==> src/rtl/code_lock_pkg.sv <==
// Shared definitions for the combination-lock controller: state encoding,
// default timing constants and the code digit-slice helper.
package code_lock_pkg;

    typedef enum logic [1:0] {
        ENTRY    = 2'd0,
        UNLOCKED = 2'd1,
        LOCKOUT  = 2'd2,
        PROG     = 2'd3
    } lock_state_t;

    localparam logic [31:0] DEF_UNLOCK_CYC   = 32'd2_000_000_000;
    localparam logic [31:0] DEF_LOCKOUT_CYC  = 32'd4_000_000_000;
    localparam logic [31:0] DEF_ENTRY_TO_CYC = 32'd500_000_000;

    // Returns digit idx (w bits wide, zero-extended to 8) of a packed code
    // whose digit 0 sits in the least significant bits.
    function automatic logic [7:0] digit_slice(input logic [63:0] code,
                                               input int idx,
                                               input int w);
        logic [63:0] shifted;
        shifted = code >> (idx * w);
        return shifted[7:0] & 8'((1 << w) - 1);
    endfunction

endpackage

==> src/rtl/cycle_timer.sv <==
// Shared state/entry timer: free-running 32-bit up-counter that restarts
// from zero on clear and flags the cycle in which it reaches limit-1.
module cycle_timer (
    input  logic        clk,
    input  logic        rst,
    input  logic        clear,
    input  logic [31:0] limit,
    output logic        expired
);

    logic [31:0] count;

    // Count up every cycle; a clear makes the next cycle read zero.
    always_ff @(posedge clk) begin
        if (rst) begin
            count <= '0;
        end else if (clear) begin
            count <= '0;
        end else begin
            count <= count + 32'd1;
        end
    end

    assign expired = (count == (limit - 32'd1));

endmodule

==> src/rtl/code_lock_ctrl.sv <==
// Combination-lock controller: accepts one key per strobe, only judges the
// code after the last digit, counts failures into a timed lockout, discards
// stale partial entries and auto-relocks after a while.
// Build option: define CODE_PROG_EN to allow reprogramming the code while
// unlocked; without it the code is the constant CODE_INIT.
module code_lock_ctrl
    import code_lock_pkg::*;
#(
    parameter int          SW_W         = 8,
    parameter int          CODE_LEN     = 4,
    parameter logic [CODE_LEN*$clog2(SW_W)-1:0] CODE_INIT = 12'o3210,
    parameter int          MAX_FAILS    = 3,
    parameter logic [31:0] UNLOCK_CYC   = DEF_UNLOCK_CYC,
    parameter logic [31:0] LOCKOUT_CYC  = DEF_LOCKOUT_CYC,
    parameter logic [31:0] ENTRY_TO_CYC = DEF_ENTRY_TO_CYC
) (
    input  logic                            clk,
    input  logic                            rst,
    input  logic                            key_vld,
    input  logic [$clog2(SW_W)-1:0]         key_idx,
    input  logic                            relock,
    input  logic                            prog_req,
    output logic                            locked,
    output logic                            alarm,
    output logic                            fail_pulse,
    output logic [$clog2(CODE_LEN+1)-1:0]   digit_cnt,
    output logic [$clog2(MAX_FAILS+1)-1:0]  fail_cnt
);

    localparam int IDX_W  = $clog2(SW_W);
    localparam int CODE_W = CODE_LEN * IDX_W;
    localparam int DCNT_W = $clog2(CODE_LEN + 1);
    localparam int FCNT_W = $clog2(MAX_FAILS + 1);
    localparam logic [DCNT_W-1:0] LAST_DIGIT = DCNT_W'(CODE_LEN - 1);
    localparam logic [FCNT_W-1:0] FAIL_LIMIT = FCNT_W'(MAX_FAILS);

    lock_state_t       state;
    lock_state_t       state_nxt;
    logic [DCNT_W-1:0] digit_nxt;
    logic [FCNT_W-1:0] fail_nxt;
    logic [FCNT_W-1:0] fail_inc;
    logic              miss;
    logic              miss_nxt;
    logic              locked_nxt;
    logic              alarm_nxt;
    logic              fail_pulse_nxt;
    logic              key_accept;
    logic              timer_clear;
    logic              timer_expired;
    logic [31:0]       timer_limit;
    logic [CODE_W-1:0] code;
    logic [63:0]       code_ext;
    logic              key_in_range;
    logic              digit_hit;

    // With a non-power-of-two keypad some encodings name no real key and can
    // never match a code digit.
    generate
        if ((1 << IDX_W) == SW_W) begin : g_full_range
            assign key_in_range = 1'b1;
        end else begin : g_part_range
            assign key_in_range = ({{(32-IDX_W){1'b0}}, key_idx} < 32'(SW_W));
        end
    endgenerate

    assign code_ext  = 64'(code);
    assign digit_hit = key_in_range &&
                       (digit_slice(code_ext, 32'(digit_cnt), IDX_W) == 8'(key_idx));
    assign fail_inc  = fail_cnt + 1'b1;

`ifdef CODE_PROG_EN
    logic [CODE_W-1:0] shadow;
    logic [CODE_W-1:0] shadow_nxt;
    logic [CODE_W-1:0] code_nxt;

    // Live code and the shadow being filled during programming; the live code
    // only changes once a complete new code has been collected.
    always_ff @(posedge clk) begin
        if (rst) begin
            code   <= CODE_INIT;
            shadow <= '0;
        end else begin
            code   <= code_nxt;
            shadow <= shadow_nxt;
        end
    end
`else
    logic prog_req_unused;

    assign code            = CODE_INIT;
    assign prog_req_unused = prog_req;
`endif

    // Pick the timeout that applies to the current state.
    always_comb begin
        timer_limit = ENTRY_TO_CYC;
        case (state)
            UNLOCKED: timer_limit = UNLOCK_CYC;
            LOCKOUT:  timer_limit = LOCKOUT_CYC;
            default:  timer_limit = ENTRY_TO_CYC;
        endcase
    end

    // Every state change and every accepted key restarts the shared timer.
    assign timer_clear = (state_nxt != state) || key_accept;

    cycle_timer u_timer (
        .clk     (clk),
        .rst     (rst),
        .clear   (timer_clear),
        .limit   (timer_limit),
        .expired (timer_expired)
    );

    // Next-state logic: digit collection, verdict on the last digit, lockout
    // and unlock timing, and optional code programming.
    always_comb begin
        state_nxt      = state;
        digit_nxt      = digit_cnt;
        fail_nxt       = fail_cnt;
        miss_nxt       = miss;
        fail_pulse_nxt = 1'b0;
        key_accept     = 1'b0;
`ifdef CODE_PROG_EN
        shadow_nxt     = shadow;
        code_nxt       = code;
`endif
        case (state)
            ENTRY: begin
                if (key_vld) begin
                    key_accept = 1'b1;
                    if (digit_cnt == LAST_DIGIT) begin
                        digit_nxt = '0;
                        miss_nxt  = 1'b0;
                        if (miss || !digit_hit) begin
                            fail_pulse_nxt = 1'b1;
                            fail_nxt       = fail_inc;
                            if (fail_inc == FAIL_LIMIT) begin
                                state_nxt = LOCKOUT;
                            end
                        end else begin
                            fail_nxt  = '0;
                            state_nxt = UNLOCKED;
                        end
                    end else begin
                        digit_nxt = digit_cnt + 1'b1;
                        miss_nxt  = miss || !digit_hit;
                    end
                end else if ((digit_cnt != '0) && timer_expired) begin
                    digit_nxt = '0;
                    miss_nxt  = 1'b0;
                end
            end
            UNLOCKED: begin
                if (relock || timer_expired) begin
                    state_nxt = ENTRY;
                end
`ifdef CODE_PROG_EN
                else if (prog_req) begin
                    state_nxt = PROG;
                    digit_nxt = '0;
                end
`endif
            end
            LOCKOUT: begin
                if (timer_expired) begin
                    state_nxt = ENTRY;
                    fail_nxt  = '0;
                end
            end
`ifdef CODE_PROG_EN
            PROG: begin
                if (relock) begin
                    state_nxt = ENTRY;
                    digit_nxt = '0;
                end else if (key_vld) begin
                    key_accept = 1'b1;
                    shadow_nxt[32'(digit_cnt)*IDX_W +: IDX_W] = key_idx;
                    if (digit_cnt == LAST_DIGIT) begin
                        code_nxt  = shadow_nxt;
                        digit_nxt = '0;
                        state_nxt = UNLOCKED;
                    end else begin
                        digit_nxt = digit_cnt + 1'b1;
                    end
                end else if (timer_expired) begin
                    state_nxt = ENTRY;
                    digit_nxt = '0;
                end
            end
`endif
            default: begin
                state_nxt = ENTRY;
                digit_nxt = '0;
                miss_nxt  = 1'b0;
            end
        endcase
        locked_nxt = !((state_nxt == UNLOCKED) || (state_nxt == PROG));
        alarm_nxt  = (state_nxt == LOCKOUT);
    end

    // State, counters and registered status outputs.
    always_ff @(posedge clk) begin
        if (rst) begin
            state      <= ENTRY;
            digit_cnt  <= '0;
            fail_cnt   <= '0;
            miss       <= 1'b0;
            locked     <= 1'b1;
            alarm      <= 1'b0;
            fail_pulse <= 1'b0;
        end else begin
            state      <= state_nxt;
            digit_cnt  <= digit_nxt;
            fail_cnt   <= fail_nxt;
            miss       <= miss_nxt;
            locked     <= locked_nxt;
            alarm      <= alarm_nxt;
            fail_pulse <= fail_pulse_nxt;
        end
    end

endmodule

==> config.mk <==
export PLATFORM = sky130hd
export DESIGN_NAME = code_lock_ctrl
export DESIGN_NICKNAME = d
export VERILOG_FILES = /design/src/rtl/code_lock_pkg.sv /design/src/rtl/cycle_timer.sv /design/src/rtl/code_lock_ctrl.sv
export SDC_FILE = /design/constraint.sdc
export NUM_CORES = 1
export LEC_CHECK = 0
export BUFFER_PORTS_ARGS = -buffer_cell sky130_fd_sc_hd__buf_2
export CORE_ASPECT_RATIO = 0.8
export CORE_MARGIN = 2
export CORE_UTILIZATION = 45
export DETAILED_ROUTE_END_ITERATION = 8
export HOLD_SLACK_MARGIN = 0.03
export PLACE_DENSITY_LB_ADDON = 0.15
export SLEW_MARGIN = 15
export SYNTH_ARGS = -nofsm -noshare
export SYNTH_HDL_FRONTEND = slang
export SYNTH_SLANG_ARGS = --single-unit
==> constraint.sdc <==
create_clock -name clk -period 3.8 [get_ports clk]
set_clock_uncertainty 0.15 [all_clocks]
set_input_delay 0.19 -clock clk [delete_from_list [all_inputs] [get_ports clk]]
set_output_delay 0.19 -clock clk [all_outputs]
set_load 0.01 [all_outputs]
# [Word level (Yosys, flattened, before mapping)]
# Cells that the tools add are included.
[word_totals] out_inout_bits=8 regBits=43 input_bits=8 elab_cells=71
[classes] add_sub_neg=4 eq_ne=14 mux=24 multipliers=1 shifts=1 reduce_logical=15 bitwise_logic=4
[ops] op="one-hot mux 32 bit (2 select lines)" count=1
[ops] op="adder 32 x 1 -> 32 bit (second input constant)" count=1
[ops] op="equality test 32 bit" count=1
[ops] op="subtractor 32 x 1 -> 32 bit (second input constant)" count=1
[ops] op="two-way mux 2 bit" count=10
[ops] op=">> shifter 11 x 5 -> 3 bit (first input constant)" count=1
[ops] op="two-way mux 3 bit" count=3
[ops] op="equality test 2 bit (second input constant)" count=4
[ops] op="two-way mux 1 bit" count=6
[ops] op="!= test 2 bit (second input constant)" count=3
[ops] op="one-hot mux 2 bit (3 select lines)" count=1
[ops] op="one-hot mux 3 bit (2 select lines)" count=1
[ops] op="multiplier 3 x 2 -> 5 bit (second input constant)" count=1
[ops] op="equality test 2 x 1 -> 1 bit (second input constant)" count=2
[ops] op="logical OR 1 bit" count=4
[ops] op="NOT 1 bit" count=4
[ops] op="one-hot mux 2 bit (2 select lines)" count=1
[ops] op="AND reduction 4 bit" count=1
[ops] op="OR reduction 2 bit" count=2
[ops] op="OR reduction 4 bit" count=1
[ops] op="adder 3 x 1 -> 3 bit (second input constant)" count=1
[ops] op="equality test 3 x 2 -> 1 bit (second input constant)" count=1
[ops] op="equality test 3 bit" count=1
[ops] op="!= test 3 bit (second input constant)" count=1
[ops] op="other kinds (9)" count=10

# [Logic depth before layout (Yosys ltp)]
# Gate-level depths: netlist of the first run.
[logic_depth] depth_word=12 mapped_depth=10 mapped_depth_nobuf=8

# [By module]
# From an unflattened synthesis of the first run, not the netlist that was laid out.
[hier_totals] cells_unflattened=420 hier_area_um2=3294.4
[modules_own_cells] mod="cycle_timer" area_each_um2=2524.9 cells_each=325 seq_area_each_um2=640.6 instances=1
[modules_own_cells] mod="code_lock_ctrl" area_each_um2=769.5 cells_each=95 seq_area_each_um2=220.2 instances=1

# [Worst setup path before layout of the first run]
# OpenSTA, ideal clock, no wires.
[synth_timing] path_type="register -> register" start="register state[0]" end="register alarm" synth_period_minus_slack_ns=2.736 stages_incl_launch_ff=9 t_required_ns=3.554 t_arrival_ns=2.490 path_slack_ns=1.064 setup_ns=0.096 n_path_buf=0 path_cell_list="dfxtp_1 > inv_1 > ha_1 > or4b_1 > nor4_1 > o211ai_2 > o21ai_2 > mux2_2 > nor4b_1"
[synth_between] elab_chain_cells=8 elab_cells_between_ends=15 classes_between="add/sub (1); eq/ne (4); mux (8); reduce/logical (2)"
[synth_rtl] item="start: declaration" line_no="code_lock_ctrl.sv:37" rtl="lock_state_t state;"
[synth_rtl] item="start signal: assignment" line_no="code_lock_ctrl.sv:213" rtl="state <= state_nxt;"
[synth_rtl] item="equality test 2 bit or equality test 2 x 1 -> 1 bit (tied branches)" line_no="code_lock_ctrl.sv:97, code_lock_ctrl.sv:128"
[synth_rtl] item="one-hot mux 32 bit (2 select lines)" line_no="code_lock_ctrl.sv:97" rtl="case (state)"
[synth_rtl] item="subtractor 32 x 1 -> 32 bit" line_no="cycle_timer.sv:24" rtl="assign expired = (count == (limit - 32'd1));"
[synth_rtl] item="equality test 32 bit" line_no="cycle_timer.sv:24"
[synth_rtl] item="logical OR 1 bit" line_no="code_lock_ctrl.sv:155" rtl="if (relock || timer_expired) begin"
[synth_rtl] item="two-way mux 2 bit" line_no="code_lock_ctrl.sv:155"
[synth_rtl] item="one-hot mux 2 bit (3 select lines) *" line_no="code_lock_ctrl.sv:128" rtl="case (state)"
[synth_rtl] item="equality test 2 bit *" line_no="code_lock_ctrl.sv:199" rtl="alarm_nxt = (state_nxt == LOCKOUT);"
[synth_rtl] item="end signal: assignment" line_no="code_lock_ctrl.sv:218" rtl="alarm <= alarm_nxt;"
[synth_rtl] item="end: declaration" line_no="code_lock_ctrl.sv:24" rtl="output logic alarm,"
# Mark *: on every way between the ends. The rest lies on a longest branch, timed or not.
# A chain may end at the register's enable or synchronous reset.

# [Worst setup path after layout of the first run]
# Ends and elaborated chain as after synthesis.

==> flow_metrics.py, run 1 <==
metrics = {
    "critical_path": {
        "critPathRequiredTime_ns": 3.84,
        "crit_type": "reg -> reg",
        "end_kind": "register",
        "cp-start-kind": "register",
        "startpoint": "state[0]$_SDFF_PP0_",
        "worstPathArrival_ns": 3.25,
        "regToRegStartpoint": "state[0]$_SDFF_PP0_",
        "path_max_fanout": 7,
    },
    "global_route": {
        "grt_pass1_vias": 1823,
        "grt_pass1_wl_um": 8710,
        "antenna_found_initial": 0,
        "grt_use_total": 0.183,
        "grt_max_degree": 33,
        "gr-total-overflow": 0,
    },
    "sta": {
        "min_period_ns": 3.22,
        "drv_slew": 0,
        "worst_pin_slew_ns": 0.756,
        "slew_headroom": 0.492,
        "rsz0062_at_grt": "no",
        "fin_crit_sh": 0.847,
        "setup-violations-final": 0,
        "fmax_mhz": 311,
        "fin_tns_setup_ns": 0,
        "report.final.hold_viol_count": 0,
    },
    "floorplan": {
        "die_area_mm2": 0.00590,
        "coreArea_mm2": 0.00506,
        "io_pins": 16,
        "die_h_um": 69.1,
        "rows": 23,
        "initial_core_util": 0.471,
        "die_w_um": 85.4,
    },
    "synthesis": {
        "ys_ff_latch": 43,
        "yosysSeqAreaShare": 0.361,
        "synthFlopType": "dfxtp_1",
        "postSynthCellCount": 268,
        "synth-edff-count": 0,
        "avgSynthCellArea_um2": 8.90,
        "synth_cell_type_count": 48,
        "async_flop_share": 0,
        "syn_area_mm2": 0.00238,
        "ys.warnings.count": 0,
        "postSynthNetCount": 286,
    },
    "drt": {
        "avgViaCountPerCell": 5.47,
        "wl_met3_um": 191,
        "firstDrtPassIters": 4,
        "via_count": 1892,
        "drtAntennaViolNets": 0,
        "wl_um": 4840,
        "route.detailed.drc": 0,
        "drtIter0Drc": 69,
        "route.met2.wl_um": 1960,
        "wl_per_cell_um": 14.0,
        "top_layer": "met4",
        "drt-met1-wl_um": 2630,
    },
    "finish": {
        "diodes": 0,
        "syn2layout_area_growth_pct": 8.50,
        "drive_above_1_share": 0.218,
        "final_net_count": 303,
        "final_core_util": 0.511,
    },
    "power_and_ir_drop": {
        "ir_drop_mv": 0.207,
        "leakage_nw": 0.894,
        "p_per_area_mw_per_mm2": 299,
    },
    "clocking": {
        "cts_made_buffers": 5,
        "cts_setup_buffers": 0,
        "cts_buffer_depth": 2,
        "clkTransAtPathRegs_ns": 0.08,
        "clk_latency_ns": 0.29,
        "cts_tree": "yes",
        "clock-sinks": 43,
        "ctsResizeCount": 0,
        "htreeDepth": 2,
        "postCtsHoldBufs": 0,
        "cts-root-buf": "clkbuf_8",
    },
    "run_status": {
        "outcome": "completed",
    },
    "place": {
        "hpwl_um": 3650,
        "portBuffers": 14,
        "gp_congestion": 0.820,
    },
    "hold_path": {
        "hold_path.class": "in -> reg",
        "hold_start": "rst",
    },
    "job": {
        "max_cap_viol_count": 0,
    },
}
## metal layers
metal,track usage,vias to the layer above
met5,0,-
met4,0.0564,0
met3,0.0467,7
met2,0.257,24
met1,0.272,889
li1,-,972
## power by group
group / switching, W / internal, W
registers: 0.00000438 / 0.000455
clock network: 0.000145 / 0.000123
logic: 0.0000269 / 0.0000192
## critical path, stage by stage (launching register included)
cell	delay (ns)
dfxtp_1	0.46
inv_1	0.17
ha_1	0.42
or4b_1	0.48
nor4_1	0.26
o211ai_2	0.18
o21ai_2	0.33
mux2_2	0.38
nor4b_1	0.28
## path summary, 6_finish.rpt
kind                                               to  slack, ns  cells past startpoint
worst max register to register       alarm$_SDFF_PP0_       0.58                      8
worst min register to register      miss$_SDFFE_PP0P_       0.31                      1
worst max-delay path                 alarm$_SDFF_PP0_       0.58                      8
worst min-delay path            fail_pulse$_SDFF_PP0_       0.05                      2
## cell usage after synthesis, types with 2 or more instances
cell type	n	area, um2
and2_1	2	12.5
nor2b_1	5	31.3
o22ai_1	2	12.5
o21ai_2	2	17.5
a21oi_1	4	20.0
nand4_1	5	31.3
or4b_1	2	20.0
and4_1	8	70.1
ha_1	10	125
o21ai_0	6	30.0
or4_1	2	15.0
or3_1	3	18.8
clkbuf_1	3	11.3
nor2_2	30	188
buf_6	3	33.8
dfxtp_1	43	861
and3_1	2	12.5
nand2b_1	3	18.8
a31oi_1	3	18.8
nand3_1	13	65.1
xor2_1	15	131
inv_1	13	48.8
xnor2_1	17	149
nor3_1	5	25.0
nand2_1	23	86.3
a21o_1	3	22.5
nand4b_1	2	17.5
a311oi_1	2	17.5
nor4_1	7	43.8
nor2_1	12	45.0
## area by class of cell
class	count	area, um2
multi-input cells	206	1430
clock buffers	6	72.6
repair buffers	16	97.6
inverters	13	48.8
well taps	62	77.6
flip-flops and latches	43	861
fillers	527	2480
## metrics by stage
stage	cells	hold slack (ns)	power (W)	setup WS (ns)	area (um2)
after global routing	346	0.0582	0.000809	0.411	2590
final	346	0.0529	0.000773	0.581	2590
after CTS	346	0.0440	0.000786	0.616	2590
after floorplan	268	0.268	0.000504	1.06	2380
after global placement	340	0.293	0.000515	0.745	2510
after detailed placement	340	0.291	0.000516	0.648	2510
## cell usage in the layout, fill, tap and decap left out, types with 3 or more instances in the layout
master,netlist,layout
nor4_1,7,7
nand2_1,23,23
a21oi_1,4,4
dfxtp_1,43,43
nand4_1,5,5
or3_1,3,3
a21o_1,3,3
ha_1,10,10
nand3_1,13,13
o21ai_0,6,6
a31oi_1,3,3
nor2_2,30,30
xor2_1,15,15
nor3_1,5,5
buf_2,0,14
nor2b_1,5,5
nor2_1,12,12
xnor2_1,17,17
nand2b_1,3,3
and4_1,8,8
clkbuf_8,0,5
inv_1,13,13
## state kept, by name (all words and copies together), names as in the netlist
| register | flops |
|---|---|
| digit_cnt | 3 |
| u_timer.count | 32 |
| fail_cnt | 2 |
| state | 2 |
| fail_pulse | 1 |
| locked | 1 |
| alarm | 1 |
| miss | 1 |
## kinds of logic after synthesis
group,synth area share
adder cells (fa/ha/maj),0.0525
AND/OR/NAND/NOR,0.317
multiplexers,0.00472
XOR/XNOR,0.118
buffers and inverters,0.0393
AO/OA/AOI/OAI,0.108
flip-flops,0.361
No activity file was read; power rests on OpenSTA's default activity.
==> run 2: changes to the inputs <==
==> constraint.sdc (replaced) <==
create_clock -name clk -period 2.6 [get_ports clk]
set_clock_uncertainty 0.15 [all_clocks]
set_input_delay 0.13 -clock clk [delete_from_list [all_inputs] [get_ports clk]]
set_output_delay 0.13 -clock clk [all_outputs]
set_load 0.01 [all_outputs]
==> run 2 against run 1 <==
Effect of this change:
- via count up 6.7%
- die area unchanged
- utilization up 5.6 points
- first-iteration DRC count up 77%
- critical path depth up 2
- largest cell class unchanged
- sequential cell count unchanged
- highest routed layer unchanged
- sequential power up 46%
- worst setup slack worse by 0.56 ns
- non-clock buffer count up 24
==> flow_metrics.py, run 2 (synthesis gave the netlist of run 1 again) <==
metrics = {
    "clocking": {
        "htreeDepth": 2,
        "cts-root-buf": "clkbuf_8",
        "cts_tree": "yes",
        "clock-sinks": 43,
        "cts_made_buffers": 5,
        "clk_latency_ns": 0.28,
        "cts_setup_buffers": 0,
        "clkTransAtPathRegs_ns": 0.08,
        "cts_buffer_depth": 2,
    },
    "hold_path": {
        "hold_path.class": "in -> reg",
        "hold_start": "key_vld",
        "whs_path_depth": 4,
    },
    "drt": {
        "firstDrtPassIters": 4,
        "avgViaCountPerCell": 5.45,
        "wl_um": 5510,
        "via_count": 2018,
        "route.detailed.drc": 0,
        "drtIter0Drc": 122,
        "wl_per_cell_um": 14.9,
        "drtAntennaViolNets": 0,
    },
    "critical_path": {
        "critPathRequiredTime_ns": 2.63,
        "r2r_setup_slack_ns": 0.02,
        "path_max_fanout": 16,
        "regToRegStartpoint": "state[0]$_SDFF_PP0_",
        "startpoint": "state[0]$_SDFF_PP0_",
        "r2r_cells": 10,
        "end_kind": "register",
        "cp-start-kind": "register",
        "crit_type": "reg -> reg",
        "worstPathArrival_ns": 2.61,
    },
    "sta": {
        "finalWorstSetupSlack_ns": 0.0220,
        "fin_tns_setup_ns": 0,
        "drv_slew": 0,
        "fin_crit_sh": 0.992,
        "slew_headroom": 0.739,
        "rsz0062_at_grt": "yes",
        "hold_slack_ns": 0.171,
        "report.final.hold_viol_count": 0,
        "fmax_mhz": 388,
        "worst_pin_slew_ns": 0.391,
        "setup-violations-final": 0,
        "min_period_ns": 2.58,
    },
    "floorplan": {
        "coreArea_mm2": 0.00506,
        "die_h_um": 69.1,
        "die_w_um": 85.4,
        "io_pins": 16,
        "initial_core_util": 0.471,
        "rows": 23,
        "die_area_mm2": 0.00590,
    },
    "place": {
        "post-place-ws_ns": -0.0134,
        "hpwl_um": 4010,
        "gp_congestion": 0.834,
        "portBuffers": 14,
    },
    "power_and_ir_drop": {
        "ir_drop_mv": 0.297,
        "p_per_area_mw_per_mm2": 396,
        "leakage_nw": 1.04,
    },
    "finish": {
        "top_register": "u_timer.count",
        "final_core_util": 0.567,
        "fill_cells": 475,
        "drive_above_1_share": 0.312,
        "final_common_cell": "dfxtp_1",
        "largest_reg_flops": 32,
        "final_net_count": 327,
        "diodes": 0,
        "final_cell_mix": "dfxtp_1, nor2_2, nand2_1",
        "top_regs": "u_timer.count (32), digit_cnt (3)",
        "syn2layout_area_growth_pct": 20.4,
    },
    "run_status": {
        "outcome": "completed",
    },
    "global_route": {
        "gr-total-overflow": 0,
        "grt_pass1_vias": 1786,
        "grt_pass1_wl_um": 8760,
        "grt_max_degree": 33,
        "antenna_found_initial": 0,
        "grt_use_total": 0.184,
    },
    "job": {
        "max_cap_viol_count": 0,
    },
}
## run 2: through the flow
step                instances  cell area [um2]  power (W)
detailed placement        361             2700   0.000755
global placement          361             2700   0.000755
global route              370             2870    0.00119
CTS                       368             2790    0.00114
floorplan                 268             2410   0.000737
finish                    370             2870    0.00114
## run 2: worst max-delay path: stages, from the launching register on
cell,delay (ns)
dfxtp_4,0.36
buf_4,0.13
ha_1,0.19
or4_1,0.41
a22oi_2,0.18
o2111ai_2,0.17
o21ai_2,0.22
buf_6,0.14
a2bb2oi_4,0.24
buf_12,0.21
nor2b_1,0.06
## run 2: worst paths after layout
check,end
hold reg to reg,miss$_SDFFE_PP0P_
setup / recovery,u_timer.count[1]$_SDFF_PP0_
setup reg to reg,u_timer.count[1]$_SDFF_PP0_
hold / removal,digit_cnt[2]$_SDFFE_PP0P_
## run 2: timing repair
item,in CTS,in global routing
gates cloned,0,2
hold buffers,1,0
pin swaps,0,3
setup endpoints to repair,31,33
endpoints found under the hold margin,4,0
resized for setup,4,11
## run 2: report_power, final
part,internal (W),switching [W]
Clock,0.000179,0.000210
Sequential,0.000662,0.00000663
Combinational,0.0000345,0.0000444
## run 2: layout make-up
| type | instances | area (um2) | area share |
|---|---|---|---|
| clock buffer | 6 | 72.6 | 0.0253 |
| inverter | 13 | 53.8 | 0.0187 |
| multi-input combinational | 206 | 1490 | 0.520 |
| sequential | 43 | 868 | 0.302 |
| tap | 62 | 77.6 | 0.0270 |
| timing repair buffer | 40 | 305 | 0.106 |
## run 2: routing by layer
| layer | track usage | share of wire | vias to the layer above |
|---|---|---|---|
| li1 | - | - | 1028 |
| met2 | 0.247 | 0.41 | 47 |
| met5 | 0 | 0 | - |
| met4 | 0.0423 | 0.0062 | 0 |
| met3 | 0.0359 | 0.053 | 4 |
| met1 | 0.297 | 0.53 | 939 |
